===== src/rtl/dmem_store_align.sv =====
// dmem_store_align
//   Store-side alignment and write buffer for the data memory.
//   Each accepted store request has its data replicated into the byte lanes
//   and gets byte strobes. Misaligned or illegal requests are consumed and
//   reported, but they are not buffered. Aligned requests go into a DEPTH-entry
//   circular FIFO. The FIFO drains into the data-memory write port over a
//   valid/ready handshake.
//
// Ports
//   clk, rst_n        clock; synchronous active-low reset
//   st_valid/st_ready store request handshake (st_ready registered, "not full")
//   st_addr/st_wdata  byte address and right-justified store value
//   st_size           00 byte, 01 half, 10 word, 11 illegal
//   st_misalign       one-cycle pulse after a misaligned/illegal request
//   st_err_addr       address of the most recent misaligned/illegal request
//   mem_valid/ready   write-port handshake for the FIFO head
//   mem_addr/wdata/wstrb  head entry: word address, lane data, byte strobes
//   ld_addr           address of the load in the memory stage
//   ld_conflict       a buffered entry targets the same word as ld_addr
//   buf_empty         no pending stores (registered)
module dmem_store_align #(
  parameter int unsigned DEPTH = 4
) (
  input  logic        clk,
  input  logic        rst_n,
  input  logic        st_valid,
  output logic        st_ready,
  input  logic [31:0] st_addr,
  input  logic [31:0] st_wdata,
  input  logic [1:0]  st_size,
  output logic        st_misalign,
  output logic [31:0] st_err_addr,
  output logic        mem_valid,
  input  logic        mem_ready,
  output logic [31:0] mem_addr,
  output logic [31:0] mem_wdata,
  output logic [3:0]  mem_wstrb,
  input  logic [31:0] ld_addr,
  output logic        ld_conflict,
  output logic        buf_empty
);

  localparam int unsigned PW = $clog2(DEPTH);
  localparam int unsigned CW = $clog2(DEPTH + 1);

  typedef enum logic [1:0] {
    SZ_BYTE = 2'b00,
    SZ_HALF = 2'b01,
    SZ_WORD = 2'b10,
    SZ_BAD  = 2'b11
  } size_e;

  // Buffer storage
  logic [29:0]      addr_q [DEPTH];
  logic [31:0]      data_q [DEPTH];
  logic [3:0]       strb_q [DEPTH];
  logic [DEPTH-1:0] occ_q;

  logic [PW-1:0] wr_ptr_q, rd_ptr_q;
  logic [CW-1:0] count_q,  count_d;
  logic          st_ready_q, buf_empty_q;
  logic          misalign_q;
  logic [31:0]   err_addr_q;

  size_e       size;
  logic [31:0] lane_data;
  logic [3:0]  lane_strb;
  logic        req_bad;
  logic        accept, push, pop;
  logic        conflict;

  // The low address bits of the load do not select a word.
  logic        ld_lo_unused;
  assign ld_lo_unused = ^ld_addr[1:0];

  assign size = size_e'(st_size);

  // Lane replication, strobes and alignment check
  always_comb begin
    lane_data = '0;
    lane_strb = '0;
    req_bad   = 1'b1;
    unique case (size)
      SZ_BYTE: begin
        lane_data = {4{st_wdata[7:0]}};
        lane_strb = 4'b0001 << st_addr[1:0];
        req_bad   = 1'b0;
      end
      SZ_HALF: begin
        lane_data = {2{st_wdata[15:0]}};
        lane_strb = st_addr[1] ? 4'b1100 : 4'b0011;
        req_bad   = st_addr[0];
      end
      SZ_WORD: begin
        lane_data = st_wdata;
        lane_strb = 4'b1111;
        req_bad   = |st_addr[1:0];
      end
      SZ_BAD: begin
        req_bad   = 1'b1;
      end
      default: begin
        req_bad   = 1'b1;
      end
    endcase
  end

  assign accept = st_valid && st_ready_q;
  assign push   = accept && !req_bad;
  assign pop    = mem_valid && mem_ready;

  always_comb begin
    count_d = count_q;
    unique case ({push, pop})
      2'b10:   count_d = count_q + CW'(1);
      2'b01:   count_d = count_q - CW'(1);
      default: count_d = count_q;
    endcase
  end

  // Occupancy bits let the conflict check look at every slot directly
  // instead of deriving the live range from the pointers and count.
  always_comb begin
    conflict = 1'b0;
    for (int unsigned i = 0; i < DEPTH; i++) begin
      if (occ_q[i] && (addr_q[i] == ld_addr[31:2])) begin
        conflict = 1'b1;
      end
    end
  end

  always_ff @(posedge clk) begin
    if (!rst_n) begin
      for (int unsigned i = 0; i < DEPTH; i++) begin
        addr_q[i] <= '0;
        data_q[i] <= '0;
        strb_q[i] <= '0;
      end
      occ_q       <= '0;
      wr_ptr_q    <= '0;
      rd_ptr_q    <= '0;
      count_q     <= '0;
      st_ready_q  <= 1'b1;
      buf_empty_q <= 1'b1;
      misalign_q  <= 1'b0;
      err_addr_q  <= '0;
    end else begin
      // Pop is applied before push. The two never target the same slot in
      // one cycle because push needs "not full" and pop needs "not empty".
      if (pop) begin
        occ_q[rd_ptr_q] <= 1'b0;
        rd_ptr_q        <= rd_ptr_q + PW'(1);
      end
      if (push) begin
        addr_q[wr_ptr_q] <= st_addr[31:2];
        data_q[wr_ptr_q] <= lane_data;
        strb_q[wr_ptr_q] <= lane_strb;
        occ_q[wr_ptr_q]  <= 1'b1;
        wr_ptr_q         <= wr_ptr_q + PW'(1);
      end
      count_q     <= count_d;
      // st_ready and buf_empty depend only on the next count, so neither
      // has a combinational path from st_valid or mem_ready.
      st_ready_q  <= (count_d != CW'(DEPTH));
      buf_empty_q <= (count_d == '0);
      misalign_q  <= accept && req_bad;
      if (accept && req_bad) begin
        err_addr_q <= st_addr;
      end
    end
  end

  assign st_ready    = st_ready_q;
  assign buf_empty   = buf_empty_q;
  assign st_misalign = misalign_q;
  assign st_err_addr = err_addr_q;
  assign mem_valid   = (count_q != '0);
  assign mem_addr    = {addr_q[rd_ptr_q], 2'b00};
  assign mem_wdata   = data_q[rd_ptr_q];
  assign mem_wstrb   = strb_q[rd_ptr_q];
  assign ld_conflict = conflict;

endmodule


===== config.mk =====
export PLATFORM = sky130hd
export DESIGN_NAME = dmem_store_align
export DESIGN_NICKNAME = d
export VERILOG_FILES = /design/src/rtl/dmem_store_align.sv
export SDC_FILE = /design/constraint.sdc
export NUM_CORES = 1
export LEC_CHECK = 0
export ABC_CLOCK_PERIOD_IN_PS = 7900
export BUFFER_PORTS_ARGS = -buffer_cell sky130_fd_sc_hd__buf_2
export CAP_MARGIN = 20
export CELL_PAD_IN_SITES_DETAIL_PLACEMENT = 1
export CELL_PAD_IN_SITES_GLOBAL_PLACEMENT = 1
export CORE_MARGIN = 4
export CORE_UTILIZATION = 40
export DETAILED_ROUTE_END_ITERATION = 8
export GPL_TIMING_DRIVEN = 0
export MAX_ROUTING_LAYER = met4
export PLACE_DENSITY = 0.68
export SLEW_MARGIN = 20
export SYNTH_ARGS = -nofsm -noshare
export SYNTH_HDL_FRONTEND = slang
export SYNTH_SLANG_ARGS = --single-unit

===== constraint.sdc =====
create_clock -name clk -period 7.9 [get_ports clk]
set_input_delay 0.395 -clock clk [delete_from_list [all_inputs] [get_ports clk]]
set_output_delay 0.395 -clock clk [all_outputs]
set_load 0.02 [all_outputs]

==> run_results.csv <==
group,metric,value,unit
outcome,status,"complete, no violations",
critical_path,start_kind,"flop",
power_and_ir_drop,power_density,266,nW/um2
sta,timing.fmax,314,MHz
routing,wl_met3,2760,um
routing,drc_errors,0,
power_and_ir_drop,p_total,4.70,mW
layout,layout-drive-gt1-share,26.1,%
routing,wirelength,45700,um
synth,yosysWarnings,0,
sta,relSlewSlack,43.5,%
critical_path,max_stage_delay,0.63,ns
power_and_ir_drop,p_leak,6.76,nW
placed_design,placed_cell_area,16500,um2
clock_network,cts_buffer_depth,3,
power_and_ir_drop,power_frac_comb,23.7,%
grt,grt_overflow,0,
sta,report.final.slew_viol_count,0,
critical_path,path_cells,"clkbuf_1, clkbuf_1, mux4_2, buf_2",
floorplanning,die_area,40100,um2
min_path,hold_path.class,"input pin to flop",
clock_network,worstSkewPairLatency,0.53,ns
sta,finalHoldViolCount,0,
critical_path,path_common_cell,"clkbuf_1",
synth,avgSynthCellArea,13.1,um2
floorplanning,die_h,200,um
clock_network,clk_pin_slew,0.06,ns
clock_network,cts_inserted_buffers,36,
synth,synth.area.top_cells,"edfxtp_1 (54%), mux4_2 (10%), dfxtp_1 (6.5%)",
routing,via_per_inst,5.32,
synth,synth_xor_area_share,7.41,%
placed_design,hpwl,33600,um
grt,grt_usage,23.1,%
synth,synth_compound_area_share,3.38,%
synth,synth_top_area_share,53.6,%
floorplanning,core_area,36500,um2
grt,grt_max_degree,40,
placed_design,pre_cts_ws,4.95,ns
synth,synth_fa_ha_area_share,0.897,%
layout,finalNetCount,1479,
clock_network,hold_buffers,0,
routing,drtIter0Drc,886,
sta,setup_viol,0,
sta,period_minus_slack,3.19,ns
clock_network,cts_tree,"done",
routing,antenna_left,0,
critical_path,cp_data_required_time,7.51,ns
synth,synth_top_family_by_area,"simple AND/OR/NAND/NOR gates",
power_and_ir_drop,switching_share,29.7,%
routing,wl_per_cell,24.5,um
clock_network,cts.sinks,312,
layout,final_area,17600,um2
synth,synthSimpleGateAreaFrac,14.7,%
sta,rsz0062_at_grt,"false",
synth,synth_top_area_cell,"edfxtp_1",
floorplanning,initial_core_util,40.5,%
synth,syn_area,14800,um2
floorplanning,rows,70,
clock_network,h-tree-depth,2,
power_and_ir_drop,p_clk_share,34.8,%
synth,synth_cells,1131,
critical_path,slowest_stage,"clkbuf_1",
power_and_ir_drop,p_int,3.30,mW
flow_run,cap_violations,0,
clock_network,cts_root_buf,"clkbuf_16",
clock_network,cts_setup_buffers,0,
layout,final_common_cell,"edfxtp_1",
grt,first_global_vias,10517,
sta,worst_pin_slew,0.848,ns
critical_path,cp-end-kind,"output port",
grt,antenna_found_initial,4,
critical_path,worstSetupPathType,"flop to output port",
clock_network,cts_resized,0,
grt,grt_first_pass_wirelength,68000,um
power_and_ir_drop,switchingPower,1.40,mW
routing,firstDrtPassIters,5,
synth,synth-seq-cells,312,
synth,synthMuxAreaShare,10.6,%
layout,final_cell_mix,"edfxtp_1 (264), buf_2 (213), nor2_1 (150)",
floorplanning,die_w,200,um
sta,timing.final.ws_setup,4.71,ns
routing,wl_met2,21400,um
critical_path,critPathMaxFanout,10,
critical_path,cp.arrival,2.79,ns
placed_design,io_buffers,186,
sta,finClkSkew,0.0214,ns
layout,syn2layout_area_growth,19.4,%
power_and_ir_drop,power_frac_seq,41.6,%
placed_design,place.gp.congestion,0.863,
power_and_ir_drop,max-vdd-ir-drop,0.000132,V
floorplanning,io_pins,207,
routing,met1_length,20500,um
routing,vias,9927,
routing,dr.max_layer_used,"met4",
sta,final.period_utilization,40.3,%
synth,ys_seq_area_share,60.1,%
synth,synth_cell_type_count,37,
==> state kept, by name (all words and copies together), names as in the netlist, 2 cells and up, named ones only <==
| register | flops |
|---|---|
| st_err_addr | 32 |
| data_q | 128 |
| occ_q | 4 |
| rd_ptr_q | 2 |
| strb_q | 16 |
| addr_q | 120 |
| wr_ptr_q | 2 |
| count_q | 2 |
==> logic make-up (layout without fill, tap and decap cells) <==
family	after synthesis	after routing
buffers and inverters	96	357
AOI/OAI and AO/OA	74	74
xor gates and xnor gates	125	125
and+or+nand+nor	439	439
other	1	6
DFF	312	312
muxes	74	74
adders and majority gates	10	10
==> critical path, delay by kind of cell, from the launching register on <==
family | cells | cell delay, ns
flops | 1 | 0.38
mux | 1 | 0.46
buf+inv | 3 | 1.41
==> per-stage QoR <==
step	utilization [%]	setup TNS, ns	hold slack (ns)	cells
6_report	48.3	0	0.148	1865
4_1_cts	48.3	0	0.132	1861
2_1_floorplan	-	0	0.487	1132
3_3_place_gp	44.6	-218.23	0.450	1786
3_5_place_dp	45.2	0	0.458	1797
5_1_grt	48.3	0	0.159	1864
==> cell usage after synthesis <==
library cell  number
buf_4              6
a21boi_0          34
nor2_1           150
clkbuf_2           9
xnor2_1           79
or3_1              1
buf_2             27
conb_1             1
nand4_1           25
buf_1              1
fa_1               1
and2_1           129
clkbuf_1          35
mux4_2            66
clkinv_1           1
mux2i_1            8
a21o_1             8
a22oi_1            4
o21a_1             1
a21oi_1           18
ha_1               9
nand2_1           93
and3_1             1
nand2b_1           2
inv_1             17
nor3_1             3
xor2_1            46
o22ai_2            1
nor2b_1           15
o21ai_0            6
nand3_4            3
dfxtp_1           48
edfxtp_1         264
nor4_1            16
o31ai_1            1
nand3_1            1
a31oi_1            1
==> area by class of cell <==
type,instances,area (um2)
Antenna cell,4,10.0
Buffer,78,360
Clock buffer,47,973
Clock inverter,17,161
Fill cell,3855,18900
Inverter,18,67.6
Multi-Input combinational cell,724,5500
Sequential cell,312,8890
Tap cell,468,586
Timing Repair Buffer,197,1100
==> power by group through the flow <==
stage / sequential (mW) / clock (mW) / combinational (mW)
2_1_floorplan: 1.99 / 0 / 0.714
3_3_place_gp: 1.99 / 0 / 1.10
3_5_place_dp: 1.99 / 0 / 1.13
4_1_cts: 1.95 / 1.66 / 1.13
5_1_grt: 1.96 / 1.74 / 1.19
6_report: 1.95 / 1.63 / 1.11
==> final timing paths <==
path              slack (ns)  depth (start not counted)              to           start
hold / removal          0.15                          3  st_err_addr[7]      st_addr[7]
hold reg to reg         0.46                          2  st_err_addr[4]  st_err_addr[4]
setup / recovery        4.71                          4    mem_addr[30]            flop
setup reg to reg        5.29                          5   addr_q[0][11]     wr_ptr_q[0]
==> layer usage <==
layer  vias up  global-route usage (%)
li1       4482                       -
met1      5080                    32.5
met2       308                    35.6
met3        57                    3.61
met4         0                    5.93
met5         -                       -
No activity file was read; power rests on OpenSTA's default activity.
